<file path="src/rtl/vga_sync_rx.sv">
// VGA timing receiver: recovers pixel coordinates and data-enable from hsync/vsync,
// checks line/frame lengths against nominal timing and declares lock after clean frames.
module vga_sync_rx #(
  parameter int H_SYNC      = 96,
  parameter int H_BP        = 48,
  parameter int H_ACTIVE    = 640,
  parameter int H_TOTAL     = 800,
  parameter int V_SYNC      = 2,
  parameter int V_BP        = 33,
  parameter int V_ACTIVE    = 480,
  parameter int V_TOTAL     = 525,
  parameter int LOCK_FRAMES = 2
) (
  input  logic        clk,
  input  logic        rst,
  input  logic        hsync,
  input  logic        vsync,
  input  logic [11:0] pix_in,
  output logic [9:0]  h_addr,
  output logic [9:0]  v_addr,
  output logic        de,
  output logic [11:0] pix_out,
  output logic        frame_start,
  output logic        locked,
  output logic        err_line,
  output logic        err_frame
);

  localparam logic [9:0] H_FIRST = 10'(H_SYNC + H_BP);
  localparam logic [9:0] H_LAST  = 10'(H_SYNC + H_BP + H_ACTIVE - 1);
  localparam logic [9:0] V_FIRST = 10'(V_SYNC + V_BP);
  localparam logic [9:0] V_LAST  = 10'(V_SYNC + V_BP + V_ACTIVE - 1);
  localparam logic [9:0] H_END   = 10'(H_TOTAL - 1);
  localparam logic [9:0] V_END   = 10'(V_TOTAL - 1);
  localparam logic [9:0] SAT     = 10'h3ff;
  localparam int         GFW     = $clog2(LOCK_FRAMES + 1);

  typedef enum logic [1:0] {UNLOCKED, TRAINING, LOCKED} state_t;

  state_t           state_q, state_d;
  logic             hs_q, hs_d, vs_q, vs_d;
  logic [9:0]       pos_q, pos_d, line_q, line_d;
  logic             h_seen_q, h_seen_d, v_seen_q, v_seen_d, vpend_q, vpend_d;
  logic [GFW-1:0]   gf_q, gf_d;
  logic [9:0]       h_addr_q, h_addr_d, v_addr_q, v_addr_d;
  logic             de_q, de_d, fs_q, fs_d, locked_q, locked_d;
  logic             err_line_q, err_line_d, err_frame_q, err_frame_d;
  logic [11:0]      pix_q, pix_d;
  logic             hfall, vfall, qual, timeout, frame_done, err_any;

  always_comb begin
    hs_d  = hsync;
    vs_d  = vsync;
    hfall = hs_q & ~hsync;
    vfall = vs_q & ~vsync;
    qual  = hfall & (vpend_q | vfall);

    pos_d    = hfall ? 10'd0 : ((pos_q == SAT) ? pos_q : pos_q + 10'd1);
    // Timeout fires on the single cycle pos first lands on 1023; clearing h_seen
    // keeps the following hfall from reporting a second error.
    timeout  = h_seen_q & ~hfall & (pos_q == SAT - 10'd1);
    h_seen_d = hfall | (h_seen_q & ~timeout);
    err_line_d = (hfall & h_seen_q & (pos_q != H_END)) | timeout;

    line_d      = qual ? 10'd0 : ((hfall && line_q != SAT) ? line_q + 10'd1 : line_q);
    v_seen_d    = v_seen_q | qual;
    vpend_d     = ~qual & (vpend_q | vfall);
    frame_done  = qual & v_seen_q;
    err_frame_d = frame_done & (line_q != V_END);
    err_any     = err_line_d | err_frame_d;

    state_d = state_q;
    gf_d    = gf_q;
    unique case (state_q)
      UNLOCKED: if (vfall) begin
        state_d = TRAINING;
        gf_d    = '0;
      end
      TRAINING: if (err_any) begin
        state_d = UNLOCKED;
      end else if (frame_done) begin
        gf_d = gf_q + GFW'(1);
        if (gf_d == GFW'(LOCK_FRAMES)) state_d = LOCKED;
      end
      LOCKED: if (err_any) state_d = UNLOCKED;
      default: state_d = UNLOCKED;
    endcase

    // Next-state lock gates de so an error drops de on its own output cycle.
    locked_d = (state_d == LOCKED);
    de_d     = h_seen_d & v_seen_d & locked_d &
               (pos_d >= H_FIRST) & (pos_d <= H_LAST) &
               (line_d >= V_FIRST) & (line_d <= V_LAST);
    h_addr_d = de_d ? pos_d - H_FIRST : 10'd0;
    v_addr_d = de_d ? line_d - V_FIRST : 10'd0;
    fs_d     = qual;
    pix_d    = pix_in;
  end

  always_ff @(posedge clk) begin
    if (rst) begin
      state_q     <= UNLOCKED;
      hs_q        <= 1'b1;
      vs_q        <= 1'b1;
      pos_q       <= '0;
      line_q      <= '0;
      h_seen_q    <= 1'b0;
      v_seen_q    <= 1'b0;
      vpend_q     <= 1'b0;
      gf_q        <= '0;
      h_addr_q    <= '0;
      v_addr_q    <= '0;
      de_q        <= 1'b0;
      fs_q        <= 1'b0;
      locked_q    <= 1'b0;
      err_line_q  <= 1'b0;
      err_frame_q <= 1'b0;
      pix_q       <= '0;
    end else begin
      state_q     <= state_d;
      hs_q        <= hs_d;
      vs_q        <= vs_d;
      pos_q       <= pos_d;
      line_q      <= line_d;
      h_seen_q    <= h_seen_d;
      v_seen_q    <= v_seen_d;
      vpend_q     <= vpend_d;
      gf_q        <= gf_d;
      h_addr_q    <= h_addr_d;
      v_addr_q    <= v_addr_d;
      de_q        <= de_d;
      fs_q        <= fs_d;
      locked_q    <= locked_d;
      err_line_q  <= err_line_d;
      err_frame_q <= err_frame_d;
      pix_q       <= pix_d;
    end
  end

  assign h_addr      = h_addr_q;
  assign v_addr      = v_addr_q;
  assign de          = de_q;
  assign pix_out     = pix_q;
  assign frame_start = fs_q;
  assign locked      = locked_q;
  assign err_line    = err_line_q;
  assign err_frame   = err_frame_q;

endmodule

</file>
<file path="config.mk">
export PLATFORM = sky130hd
export DESIGN_NAME = vga_sync_rx
export DESIGN_NICKNAME = d
export VERILOG_FILES = /design/src/rtl/vga_sync_rx.sv
export SDC_FILE = /design/constraint.sdc
export NUM_CORES = 1
export LEC_CHECK = 0
export ABC_AREA = 1
export CAP_MARGIN = 25
export CORE_ASPECT_RATIO = 0.6
export CORE_MARGIN = 8
export CORE_UTILIZATION = 52
export DETAILED_ROUTE_END_ITERATION = 6
export PLACE_DENSITY = 0.78
export SLEW_MARGIN = 20
export SYNTH_ARGS = -nofsm -noshare
export SYNTH_HDL_FRONTEND = slang
export SYNTH_SLANG_ARGS = --single-unit
</file>
<file path="constraint.sdc">
create_clock -name clk -period 3.5 [get_ports clk]
set_clock_uncertainty 0.05 [all_clocks]
set_input_delay 1.05 -clock clk [delete_from_list [all_inputs] [get_ports clk]]
set_output_delay 1.05 -clock clk [all_outputs]
set_load 0.02 [all_outputs]
</file>
==> results of run 1 <==
-- synthesized netlist by cell type (all sizes together) --
cell	instances
a211oi	1
a21boi	1
a21oi	11
buf	6
clkbuf	5
dfxtp	66
ha	9
inv	77
nand2	125
nand3	45
nand3b	3
nand4	11
nor2	98
nor3	3
o21ai	11
o21bai	1
or2	2
xnor2	2
xor2	4
-- critical path, delay by kind of cell --
kind                     cells  cell delay [ns]
AND/OR/NAND/NOR             11             1.07
buffers and inverters        7             1.04
adder cells (fa/ha/maj)      1             0.17
-- logic make-up after synthesis --
group | share of synthesized area
AOI/OAI and AO/OA | 0.0423
xor gates and xnor gates | 0.0155
adders and majority gates | 0.0331
DFF | 0.389
buffers and inverters | 0.107
and+or+nand+nor | 0.413
-- metal layers --
layer	share of wire	global-route usage	wire (um)
met1	0.49	0.253	4060
met2	0.38	0.252	3120
met3	0.11	0.0736	931
met4	0.013	0.0558	104
met5	0	0	0
-- per-stage QoR --
step | setup WS (ns) | util | std cells
final | 0.409 | 0.675 | 629
after global routing | 0.101 | 0.675 | 629
after CTS | 0.428 | 0.675 | 629
after detailed placement | 0.0556 | 0.645 | 613
after global placement | 0.155 | 0.645 | 613
after floorplan | 0.507 | - | 481
-- cell usage in the layout (no fill, tap or decap), types with 9 or more instances in the layout --
master,count
ha_1,9
nor2_4,14
a21oi_1,10
clkdlybuf4s50_1,52
nand2_1,109
dfxtp_1,66
nand3_1,38
inv_1,71
nand4_1,10
nand2_2,12
nor2_1,80
clkbuf_8,9
-- final cells by class --
cell class / count / area [um2]
sequential: 66 / 1320
clock inverter: 7 / 60.1
inverter: 77 / 289
fill: 567 / 2020
multi-input combinational: 327 / 1710
clock buffer: 9 / 124
tap: 84 / 105
timing repair buffer: 59 / 586
-- sequential cells by signal (all words and copies together) (netlist names), 2 cells and up --
| name | count |
|---|---|
| gf_q | 2 |
| pos_q | 10 |
| pix_out | 12 |
| v_addr | 10 |
| h_addr | 10 |
| state_q | 2 |
| line_q | 10 |
-- power breakdown --
part / internal, W / switching [W] / total (W)
Combinational: 0.0000641 / 0.0000926 / 0.000157
Sequential: 0.000769 / 0.0000127 / 0.000782
Clock: 0.000269 / 0.000339 / 0.000608
-- worst max path at each step --
stage,startpoint,depth (start not counted),to
6_report,hsync,19,v_addr[6]
5_1_grt,hsync,19,v_addr[6]
2_1_floorplan,hsync,17,h_addr[7]
3_3_place_gp,hsync,14,h_addr[9]
4_1_cts,hsync,19,v_addr[6]
3_5_place_dp,hsync,19,v_addr[6]
==> reports/qor.csv, run 1 <==
metric,value,unit
GRT overflow,0,
Detail Route Antenna Nets,0,
Boundary Pins,53,
GRT Util Overall,0.183,
CTS resizes,0,
row count,22,
die footprint,9470,um2
Worst VDD drop,0.300,mV
Final Hold Fails,0,
synth unique cells,32,
clock tree buffer depth,2,
Synth Instances,481,
CP cell instances,"clkdlybuf4s50_1, inv_1, nand2_1, inv_2, nand2_2, inv_2, nand2_1, nand3_1, inv_1, ha_1, inv_1, nor2_1, nand3_1, nor2_1, nor2_1, nand2_2, nand3_4, buf_12, nor2_1",
Hold WS,0.403,ns
"Req. time, crit path",3.74,ns
Post-Syn Nets,506,
Core Box Area,6220,um2
first-pass GRT wire length,14.1,mm
vias,3136,
clock root cell,clkbuf_8,
P_leak,2.00,nW
power density cells,368,nW/um2
"Seq/Total Area, Yosys",0.389,
later-pin clock latency in the skew report,0.36,ns
ranking of synthesized cells by area,"dfxtp_1, nand2_1, nor2_1",
period utilisation layout,0.883,
Clock Pin Slew Worst Setup and Hold Paths,0.08,ns
Final min period,3.09,ns
max-capacitance violation count,0,
CTS tree,done,
largest net degree at the start of global routing,40,
Slew @ Worst Pin,0.477,ns
"most used cell, CP",nor2_1,
R2R Setup Slk,0.51,ns
final total power,0.00155,W
Starting Density,0.547,
Port Buffers,52,
R2R cell count,15,
Hold Path Origin,vpend_q,
R2R Path Start,pos_q[0],
hold crit path type,reg -> reg,
Final nets,565,
initial antenna violation count,0,
crit path max fanout,13,
Min-Delay Endpoint,vpend_q,
final setup TNS,0,ns
dpl cell area,4020,um2
crit path launch type,input pin,
CP arrival,3.33,ns
Post-DP HPWL,6.41,mm
Initial DRT Pass Iterations,5,
WL final,8.21,mm
Iteration-0 DRC Markers,223,
max incr delay on CP,0.46,ns
run status,finished clean,
kind of critical path,in -> reg,
clk sinks,66,
H-tree levels,3,
"Slowest-stage cell, CP",clkdlybuf4s50_1,
# diodes,0,
Final Max Slew Viols,0,
Post-Syn Area,3400,um2
Critical Path Sink Type,flop,
Avg Inst Size Synth,7.07,um2
CTS Hold Bufs,0,
FMAX,323,MHz
dominant cell type by area after synthesis,dfxtp_1,
wire per inst,13.1,um
Yosys reg bits,66,
hold path cells,2,
vias in the first global route,2954,
CTS Buf Count,9,
Die W,120,um
placer congestion estimate,0.874,
Final setup violation count,0,
Slew HR,0.682,
Syn. warnings,0,
Residual DRC,0,
postcts setup bufs,0,
share of the synthesized area in the top cell type,0.389,
Layout area overhead,23.5,%
worst reg2reg path endpoint,v_addr[6],
RSZ-0062 raised after global routing,false,
die height,78.6,um
final instance area,4200,um2
vias per cell,4.99,
layout cells sized above 1,0.139,
(Power assumes the default switching activity.)
==> inputs of run 2 (changes only) <==
PLACE_DENSITY = 0.85   (was 0.78)
SETUP_SLACK_MARGIN = 0.15   (was not set)
clock period = 3.7 ns   (was 3.5 ns; I/O delays follow)
==> reports/qor.csv, run 2 (same netlist as run 1, synthesis figures left out) <==
metric,value,unit,change
run status,finished clean,,
GRT overflow,0,,unchanged
kind of critical path,in -> reg,,
CTS Hold Bufs,0,,unchanged
crit path launch type,input pin,,
vias in the first global route,2916,,-1.3%
row count,22,,unchanged
Die W,120,um,unchanged
"Req. time, crit path",3.93,ns,+0.19 ns
Core Box Area,6220,um2,unchanged
Detail Route Antenna Nets,0,,unchanged
Final min period,3.15,ns,
CTS resizes,0,,unchanged
"Slowest-stage cell, CP",clkdlybuf4s50_1,,
Final setup violation count,0,,unchanged
wire per inst,12.5,um,-4.5%
period utilisation layout,0.850,,
Final Hold Fails,0,,unchanged
CP bufs+invs,7,,unchanged
first-pass GRT wire length,13.4,mm,-4.9%
Hold WS,0.418,ns,+0.0152 ns
Port Buffers,52,,unchanged
Final nets,564,,-0.18%
clock tree buffer depth,2,,unchanged
"commonest non-fill, non-tap cell in the layout",nand2_1,,
final total power,0.00148,W,-4.2%
largest net degree at the start of global routing,40,,unchanged
Internal Power,0.00110,W,about the same
CP arrival,3.38,ns,+0.05 ns
placer congestion estimate,0.889,,+1.7%
Layout area overhead,23.6,%,about the same
max-capacitance violation count,0,,unchanged
clk sinks,66,,unchanged
layout cells sized above 1,0.136,,-0.00342
postcts setup bufs,0,,unchanged
combinational share of power,0.100,,about the same
# diodes,0,,unchanged
sw frac,0.257,,-0.0302
flip-flop count of the largest register after layout,12,,unchanged
Slew HR,0.717,,+0.0355
CTS tree,done,,
power density cells,353,nW/um2,-4.2%
Post-DP HPWL,6.09,mm,-5.0%
Boundary Pins,53,,unchanged
"commonest non-fill, non-tap cells in the layout","nand2_1, nor2_1, inv_1",,
Crit path max-delay family,simple AND/OR/NAND/NOR gates,,
H-tree levels,3,,unchanged
vias per cell,4.95,,-0.74%
Iteration-0 DRC Markers,210,,-5.8%
crit path max fanout,13,,unchanged
P_leak,2.00,nW,+0.16%
Clock Pin Slew Worst Setup and Hold Paths,0.07,ns,about the same
final setup TNS,0,ns,unchanged
RSZ-0062 raised after global routing,false,,
vias,3108,,-0.89%
P_sw,0.000381,W,-14%
filler cell count,517,,-8.8%
dpl cell area,4010,um2,-0.19%
max incr delay on CP,0.45,ns,about the same
"Core Util, Final",0.676,,about the same
Starting Density,0.547,,unchanged
initial antenna violation count,0,,unchanged
Flop pwr share,0.499,,-0.007
die height,78.6,um,unchanged
Worst VDD drop,0.308,mV,+2.7%
Residual DRC,0,,unchanged
CTS Buf Count,9,,unchanged
GRT Util Overall,0.174,,-0.00871
die footprint,9470,um2,unchanged
Initial DRT Pass Iterations,5,,unchanged
Final Max Slew Viols,0,,unchanged
Critical Path Sink Type,flop,,
clock root cell,clkbuf_8,,
hold crit path type,reg -> reg,,
clock share of power,0.400,,+0.007
later-pin clock latency in the skew report,0.35,ns,about the same
final instance area,4200,um2,about the same
CP cell instances,"clkdlybuf4s50_1, inv_1, nand2_1, inv_2, nand2_2, inv_2, nand2_1, nand3_1, inv_1, ha_1, inv_1, nor2_1, nand3_1, nor2_1, nor2_1, nand2_2, nand3_4, buf_12, nor2_1",,
WL final,7.83,mm,-4.6%
Slew @ Worst Pin,0.424,ns,-0.0533 ns
"most used cell, CP",nor2_1,,
FMAX,318,MHz,
==> run 2: cell count changes in the layout (fill, tap and decap cells not counted), sizes merged <==
cell / previous run / this run
clkinvlp: 3 / 2
clkbuf: 9 / 10
buf: 7 / 6
bufinv: 0 / 1
inv: 81 / 77
clkinv: 0 / 3
==> run 2: worst reg2reg max path, delay by kind of cell, from the launching register on <==
| kind | cells | cell delay (ns) |
|---|---|---|
| adder cells (fa/ha/maj) | 2 | 0.38 |
| buffers and inverters | 5 | 0.54 |
| flip-flops | 1 | 0.45 |
| AND/OR/NAND/NOR | 12 | 1.48 |
==> run 2: final timing paths <==
check | endpoint | cells after the start | slack (ns) | from
setup reg to reg | v_addr[6] | 19 | 0.74 | line_q[0]
setup / recovery | v_addr[6] | 19 | 0.55 | hsync
hold reg to reg | vpend_q | 2 | 0.42 | vpend_q
hold / removal | vpend_q | 2 | 0.42 | vpend_q
==> run 2: power by group through the flow <==
| stage | Combinational [W] | Clock, W | Sequential, W |
|---|---|---|---|
| 2_1_floorplan | 0.0000834 | 0 | 0.000762 |
| 3_3_place_gp | 0.000143 | 0 | 0.000755 |
| 3_5_place_dp | 0.000147 | 0 | 0.000756 |
| 4_1_cts | 0.000148 | 0.000609 | 0.000739 |
| 5_1_grt | 0.000165 | 0.000643 | 0.000742 |
| 6_report | 0.000149 | 0.000593 | 0.000740 |
==> run 2: area by class of cell <==
type	instances	area, um2	share of cell area
multi-input combinational	327	1710	0.408
clock buffer	10	128	0.0304
clock inverter	6	67.6	0.0161
tap	84	105	0.0250
timing repair buffer	58	578	0.138
inverter	77	289	0.0688
sequential	66	1320	0.314
==> run 2: layer usage <==
layer | GRT usage | wire [um]
met5 | 0 | 0
met4 | 0.0607 | 78
met1 | 0.232 | 3740
met2 | 0.241 | 2990
met3 | 0.0800 | 1030
==> run 2: stage by stage <==
step / instances / setup slack (ns)
6_report: 628 / 0.554
5_1_grt: 628 / 0.316
4_1_cts: 628 / 0.565
3_5_place_dp: 612 / 0.212
3_3_place_gp: 612 / 0.290
2_1_floorplan: 481 / 0.647
==> inputs of run 3 (changes only) <==
HOLD_SLACK_MARGIN = 0.03   (was not set)
==> results of run 3 <==
No change in the layout: final DEF, timing and power equal those of run 2.
